**src/rtl/icache_responder.sv**
```systemverilog
// rtl/icache_responder.sv - direct-mapped 8-byte-line instruction cache responder with tagged miss fill
module icache_responder #(
  parameter int NUM_LINES = 32,
  parameter int IDX_BITS  = 5
) (
  input  logic        clock,
  input  logic        reset,
  input  logic [63:0] proc2Imem_addr,
  input  logic        access_memory,
  output logic [63:0] Imem2proc_data,
  output logic        IR_valid,
  output logic [1:0]  proc2mem_command,
  output logic [63:0] proc2mem_addr,
  input  logic [3:0]  mem2proc_response,
  input  logic [63:0] mem2proc_data,
  input  logic [3:0]  mem2proc_tag
);

  localparam int TAG_W = 64 - IDX_BITS - 3;
  localparam logic [1:0] BUS_NONE = 2'd0;
  localparam logic [1:0] BUS_LOAD = 2'd1;

  typedef enum logic [1:0] {
    S_IDLE = 2'd0,
    S_REQ  = 2'd1,
    S_WAIT = 2'd2
  } state_t;

  state_t             r_state;
  logic [3:0]         r_pend_tag;
  logic [60:0]        r_miss_addr;   // fetch address bits [63:3]
  logic               r_valid [NUM_LINES];
  logic [TAG_W-1:0]   r_tag   [NUM_LINES];
  logic [63:0]        r_data  [NUM_LINES];

  logic [IDX_BITS-1:0] w_idx;
  logic [TAG_W-1:0]    w_tag;
  logic [IDX_BITS-1:0] w_fill_idx;
  logic [TAG_W-1:0]    w_fill_tag;
  logic                w_hit;
  logic                w_tag_match;
  logic                w_fill;
  logic                w_fwd;
  logic                w_issue;
  logic                w_unused_ok;

  // Byte offset within the line never selects anything; the whole line is returned.
  assign w_unused_ok = ^proc2Imem_addr[2:0];

  assign w_idx      = proc2Imem_addr[IDX_BITS+2:3];
  assign w_tag      = proc2Imem_addr[63:IDX_BITS+3];
  assign w_fill_idx = r_miss_addr[IDX_BITS-1:0];
  assign w_fill_tag = r_miss_addr[60:IDX_BITS];

  // Lookup, fill detection and bus-issue decode; tag 0 is reserved for "no data" and never matches.
  always_comb begin
    w_hit       = r_valid[w_idx] && (r_tag[w_idx] == w_tag);
    w_tag_match = (r_state == S_WAIT) && (mem2proc_tag != 4'd0) && (mem2proc_tag == r_pend_tag);
    w_fill      = !reset && w_tag_match;
    w_fwd       = w_tag_match && (proc2Imem_addr[63:3] == r_miss_addr);
    w_issue     = (r_state == S_REQ) && !access_memory;
  end

  // Fetch response: forward returning fill data first, otherwise serve a hit; everything is quiet in reset.
  always_comb begin
    IR_valid       = 1'b0;
    Imem2proc_data = 64'h0;
    if (!reset) begin
      if (w_fwd) begin
        IR_valid       = 1'b1;
        Imem2proc_data = mem2proc_data;
      end else if (w_hit) begin
        IR_valid       = 1'b1;
        Imem2proc_data = r_data[w_idx];
      end
    end
  end

  // Bus request: a line load is only presented while requesting and the data side leaves the bus free.
  always_comb begin
    proc2mem_command = BUS_NONE;
    proc2mem_addr    = 64'h0;
    if (!reset && w_issue) begin
      proc2mem_command = BUS_LOAD;
      proc2mem_addr    = {r_miss_addr, 3'b000};
    end
  end

  // Miss FSM and line valid bits; one outstanding miss, a fill always overwrites its line.
  always_ff @(posedge clock) begin
    if (reset) begin
      r_state     <= S_IDLE;
      r_pend_tag  <= 4'd0;
      r_miss_addr <= 61'd0;
      for (int i = 0; i < NUM_LINES; i++) begin
        r_valid[i] <= 1'b0;
      end
    end else begin
      case (r_state)
        S_IDLE: begin
          if (!w_hit) begin
            r_miss_addr <= proc2Imem_addr[63:3];
            r_state     <= S_REQ;
          end
        end
        S_REQ: begin
          if (w_issue && (mem2proc_response != 4'd0)) begin
            r_pend_tag <= mem2proc_response;
            r_state    <= S_WAIT;
          end
        end
        S_WAIT: begin
          if (w_fill) begin
            r_valid[w_fill_idx] <= 1'b1;
            r_pend_tag          <= 4'd0;
            r_state             <= S_IDLE;
          end
        end
        default: r_state <= S_IDLE;
      endcase
    end
  end

  // Line tag and data storage written on the matching fill cycle; contents are qualified by the valid bits.
  always_ff @(posedge clock) begin
    if (w_fill) begin
      r_tag[w_fill_idx]  <= w_fill_tag;
      r_data[w_fill_idx] <= mem2proc_data;
    end
  end

endmodule

```
**config.mk**
```make
export PLATFORM = sky130hd
export DESIGN_NAME = icache_responder
export DESIGN_NICKNAME = d
export VERILOG_FILES = /design/src/rtl/icache_responder.sv
export SDC_FILE = /design/constraint.sdc
export NUM_CORES = 2
export LEC_CHECK = 0
export ABC_CLOCK_PERIOD_IN_PS = 16900
export CAP_MARGIN = 20
export CORE_ASPECT_RATIO = 1.1
export CORE_UTILIZATION = 67
export DETAILED_ROUTE_END_ITERATION = 7
export HOLD_SLACK_MARGIN = 0.1
export PLACE_DENSITY = 0.82
export SETUP_SLACK_MARGIN = 0.4
export SYNTH_ARGS = -nofsm -noshare
export SYNTH_HDL_FRONTEND = slang
export SYNTH_SLANG_ARGS = --single-unit
```
**constraint.sdc**
```tcl
create_clock -name clock -period 16.9 [get_ports clock]
set_clock_uncertainty 0.1 [all_clocks]
set_input_delay 1.69 -clock clock [delete_from_list [all_inputs] [get_ports clock]]
set_output_delay 1.69 -clock clock [all_outputs]
set_load 0.02 [all_outputs]
```
# --- Word-level counts from Yosys, hierarchy flattened ---
# Memory sizes are Yosys's and may differ from the RTL's.
# Index checks and enable logic that the tools add are counted.
# W data, S select, Z words.
totals:
  rom_bits: 0
  regBits: 67
  mem_bits_rw: 3872
  inputBits: 139
  latch_bits: 0
  mem_count: 3
memory_table:
  columns: ["memory", "words", "word_bits", "rd", "rd_clocked_by_memory_dff", "wr", "line", "source"]
  rows:
  - ["r_data", 32, 64, 1, 0, 1, "34", "logic [63:0] r_data [NUM_LINES];"]
  - ["r_tag", 32, 56, 1, 0, 1, "33", "logic [TAG_W-1:0] r_tag [NUM_LINES];"]
  - ["r_valid", 32, 1, 1, 0, 32, "32", "logic r_valid [NUM_LINES];"]
classes:
  div: 0
  n_mul: 0
  bitwise_logic: 1
  n_lt_le_gt_ge: 0
  addsub: 0
  shift: 0
  eq_ne: 8
  reduce_logical: 18
  n_mux: 25
ops:
  columns: ["cell", "count"]
  rows:
  - ["$mux W64", 4]
  - ["$eq A61 B61 Y1", 1]
  - ["$eq A56 B56 Y1", 1]
  - ["$mux W1", 13]
  - ["$logic_and A1 B1 Y1", 8]
  - ["$mux W4", 2]
  - ["$pmux W4 S2", 1]
  - ["$reduce_bool A4 Y1", 2]
  - ["$mux W2", 3]
  - ["$pmux W2 S3", 1]
  - ["$reduce_and A3 Y1", 2]
  - ["$mux W5", 1]
  - ["$eq A4 B4 Y1", 1]
  - ["$ne A2 B2 Y1 const B", 2]
  - ["$eq A2 B1 Y1 const B", 1]
  - ["$eq A2 B2 Y1 const B", 1]
  - ["$logic_not A1 Y1", 2]
  - ["$logic_not A2 Y1", 1]
  - ["$ne A2 B1 Y1 const B", 1]
  - ["$reduce_and A2 Y1", 1]
  - ["$reduce_bool A2 Y1", 1]
  - ["$not A1 Y1", 1]
  - ["$reduce_or A1 Y1", 1]

# --- Logic depth before layout (Yosys ltp) ---
depth:
  word_depth: 10
  depth_mapped: 19

# --- Worst setup path before layout ---
# Ideal clock, no wire load.
synth_path:
  path_kind: "input-to-reg"
  start: "in mem2proc_tag[3]"
  end: "mem r_data[12][0], enable pin"
  path_buffers: 2
  path_stages: 8
  arrival_time_ps: 8266
  slack_ps: 7932
  path_cell_list: "nor3_1 -> a21oi_1 -> or4_1 -> clkbuf_1 -> nand2b_1 -> or3_1 -> clkbuf_1 -> nor2_1"
synth_via:
  elab_chain_len: 6
synth_rtl:
  columns: ["item", "line", "source"]
  rows:
  - ["start: declaration", "16", "input logic [3:0] mem2proc_tag"]
  - ["$reduce_bool A4 Y1", "58", "w_tag_match = (r_state == S_WAIT) && (mem2proc_tag != 4'd0) && (mem2proc_tag == r_pend_tag);"]
  - ["$logic_and A1 B1 Y1", "58", null]
  - ["$logic_and A1 B1 Y1 (*)", "58", null]
  - ["$logic_and A1 B1 Y1 (*)", "59", "w_fill = !reset && w_tag_match;"]
  - ["$mux W1 (*)", "126", "if (w_fill) begin"]
  - ["$mux W1 (not written as such) (*)", "128", "r_data[w_fill_idx] <= mem2proc_data;"]
  - ["end: declaration", "34", null]
# Every way passes the cells marked *; elsewhere a longest branch is shown, timed or not.

# --- Worst setup path after layout ---
layout_path:
  start: "in proc2Imem_addr[4]"
  end: "out IR_valid"
layout_via:
  elab_chain_len: 6
layout_rtl:
  columns: ["item", "line", "source"]
  rows:
  - ["start: declaration", "8", "input logic [63:0] proc2Imem_addr,"]
  - ["$mem_v2 Z32 W56", null, null]
  - ["$eq A56 B56 Y1", "57", "w_hit = r_valid[w_idx] && (r_tag[w_idx] == w_tag);"]
  - ["$logic_and A1 B1 Y1", "57", null]
  - ["$mux W1", "72", "end else if (w_hit) begin"]
  - ["$mux W1 (*)", "69", "if (w_fwd) begin"]
  - ["$mux W1 (*)", "68", "if (!reset) begin"]
  - ["end: declaration", "11", "output logic IR_valid,"]
# Marks and branches as above.

==> flow_metrics.tcl <==
set metrics [dict create \
    pwr-share-comb 0.063 \
    cts_sinks 3939 \
    drtIter0Drc 17798 \
    cts_buffers 375 \
    die_w_um 459 \
    synth_ff_type "edfxtp_1" \
    slew_viol_final 0 \
    fin_tns_setup_ps 0 \
    grt_pass1_wl_um 662000 \
    synthMuxAreaShare 0.170 \
    synth-xor-area-share 0.00568 \
    slowest_delay_ps 1110 \
    cp_data_arrival_time_ps 10050 \
    synth_cells 6960 \
    use_met2 0.642 \
    synth-seq-area-share 0.761 \
    gp_congestion 0.949 \
    hold_path_class "reg2reg" \
    drc 36 \
    clock_latency_ps 1020 \
    io_buffers 262 \
    max_slew_margin 0.119 \
    cp_slowest_cell "or4_4" \
    path_clk_slew_ps 60 \
    criticalPathCategory "in2out" \
    avgRoutedWirePerCell_um 45.9 \
    rows 184 \
    fmax_mhz 84.5 \
    synth_common_cells "3840 x edfxtp_1, 1054 x mux4_2, 230 x clkbuf_1" \
    core-area_um2 229000 \
    p_seq_frac 0.521 \
    met1_usage 0.529 \
    synth_cell_types 75 \
    required_ps 15110 \
    synth_compound_area_frac 0.0282 \
    start_kind "primary input" \
    instances_no_fill 10812 \
    antenna_found_initial 24 \
    cts-resized-gates 0 \
    final_hold_viol_count 0 \
    synthAdderAreaFrac 0 \
    clockPowerShare 0.417 \
    p_leak_nw 55.1 \
    setup_slack_ps 5060 \
    period_needed_ps 11840 \
    num-nets-final 7577 \
    pre_cts_slack_ps 5310 \
    cp-end-kind "primary output" \
    ctsHoldBuffers 0 \
    worstMarginPinSlew_ps 1320 \
    start_util 0.674 \
    power.switching_mw 4.69 \
    area_growth_pct 12.9 \
    postSynth.asyncResetShare 0 \
    top_usage_layer "met2" \
    cts_buffer_depth 4 \
    yosysMostFrequentCell "edfxtp_1" \
    peakVddDrop_uv 158 \
    die_y_um 505 \
    synth-edff-count 3840 \
    finalCritPeriodShare 0.701 \
    via_per_inst 8.15 \
    power.density_nw_per_um2 120 \
    synthSimpleGateAreaFrac 0.0206 \
    ys_ff_latch 3939 \
    wirelength_um 496000 \
    max-cap-violations 0 \
    synth_top_area_frac 0.748 \
    use_met3 0.114 \
    yosysTopAreaCell "edfxtp_1" \
    grt_pass1_vias 85813 \
    yosysWarnings 0 \
    intPower_mw 16.2 \
    critPathMaxFanout 101 \
    outcome "finished with violations" \
    ant_nets 0 \
    vias 88081 \
    cts_tree "built" \
    place_inst 10085 \
    regArea_um2 117000 \
    die-area_um2 232000 \
    switching_share 0.224 \
    clock-root-buffer "clkbuf_16" \
    grt-ovfl-total 0 \
    violations "design-rule violations" \
    drive_above_1_share 0.255 \
    cts_setup_buffers 0 \
    multi_input_area_um2 34900 \
    path_common_cell "buf_4" \
    syn_area_um2 154000 \
    dp_hpwl_um 228000 \
    rsz0062_at_grt "false" \
    synth.avg_cell_area_um2 22.1 \
    setup_viol 0 \
    worst_r2r_path_depth 10 \
    hold_depth 1 \
    ys_top_cells_by_area "edfxtp_1 75%, mux4_2 15%, mux2i_1 1.4%" \
    synth_top_family_by_area "multiplexers" \
    io_pins 270 \
    h-tree-depth 5 \
    cp_cell_sequence "buf_8, buf_4, buf_4, mux4_2, mux4_2, xor2_1, nor4_1, a21oi_1, or4_4, buf_4, or4_4, a21oi_1, clkdlybuf4s50_1" \
    grt_start_max_net_pins 157 \
    fill_cells 10891 \
    grtUsageTotal 0.418 \
    drtPass1Iterations 8 \
]
## placed cells by master, fill, tap and decap left out, types with 13 or more instances in the layout
master / n
a32oi_1: 68
o221ai_1: 15
nand3_1: 31
edfxtp_1: 3840
clkbuf_1: 64
a22oi_1: 54
and3_1: 70
xnor2_1: 75
o22ai_1: 57
inv_1: 21
nand4_1: 31
diode_2: 17
o21ai_0: 19
dfxtp_1: 99
a21oi_1: 24
nor2_4: 33
o31ai_1: 124
bufinv_16: 46
a21o_1: 33
buf_16: 43
nand3b_1: 13
buf_4: 216
clkinvlp_4: 15
clkinv_2: 63
mux4_2: 1054
clkinv_1: 68
nor2b_1: 14
nor3b_1: 44
nand2_1: 190
o311ai_1: 60
mux2_2: 21
clkbuf_16: 387
clkdlybuf4s50_1: 256
mux2i_1: 220
nor2_1: 38
and2_1: 13
xor2_1: 25
nor4_1: 18
nor3_1: 37
## layout make-up
cell class                 count  share of cell area
clock buffer                 454              0.0571
clock inverter               211              0.0129
inverter                      27            0.000712
sequential                  3939               0.674
multi-input combinational   2561               0.200
timing repair buffer         534              0.0328
tap                         3069              0.0221
antenna                       17            0.000244
## critical path, delay by kind of cell
kind	cells	cell delay [ps]
compound gates	2	1240
mux	2	1060
xor+xnor	1	170
simple gates	3	2340
buf+inv	5	3290
## metal layers
layer	routed length (µm)	vias up
li1	-	30733
met1	147000	44048
met2	232000	10808
met3	75900	2476
met4	41800	16
met5	158	-
## final timing paths
kind,start,to,slack (ps)
max,proc2Imem_addr[4],IR_valid,5060
min,r_valid[12]$_DFF_P_,r_valid[12]$_DFF_P_,370
max reg2reg,r_pend_tag[2]$_SDFFE_PP0P_,r_tag[28][36]$_DFFE_PP_,11140
min reg2reg,r_valid[12]$_DFF_P_,r_valid[12]$_DFF_P_,370
## cells by family (layout without fill, tap and decap cells)
group	after synthesis	count (layout)
other	1	21
buffers and inverters	463	1226
XOR/XNOR	100	100
flip-flops	3939	3939
multiplexers	1295	1295
AO/OA/AOI/OAI	562	562
AND/OR/NAND/NOR	600	600
## state kept, by name, indices dropped and copies added (netlist names)
register,count
r_data,2048
r_miss_addr,61
r_pend_tag,4
r_state,2
r_tag,1792
r_valid,32
## power by group through the flow
| stage | Sequential [mW] | Clock (mW) | Combinational (mW) |
|---|---|---|---|
| after global placement | 11.1 | 0 | 1.10 |
| after detailed placement | 11.1 | 0 | 1.14 |
| after floorplan | 11.2 | 0 | 0.613 |
| after global routing | 10.9 | 9.00 | 1.32 |
| final | 10.9 | 8.70 | 1.31 |
| after CTS | 10.9 | 8.64 | 1.18 |
## metrics by stage
stage / hold slack, ps / total power [mW] / area, µm² / util
floorplan: 321 / 11.8 / 154000 / -
global placement: 327 / 12.2 / 161000 / 0.702
detailed placement: 333 / 12.3 / 161000 / 0.703
CTS: 369 / 20.7 / 173000 / 0.756
global route: 376 / 21.2 / 174000 / 0.761
finish: 370 / 20.9 / 174000 / 0.761
Note: power is estimated with default switching activity, not from simulation.
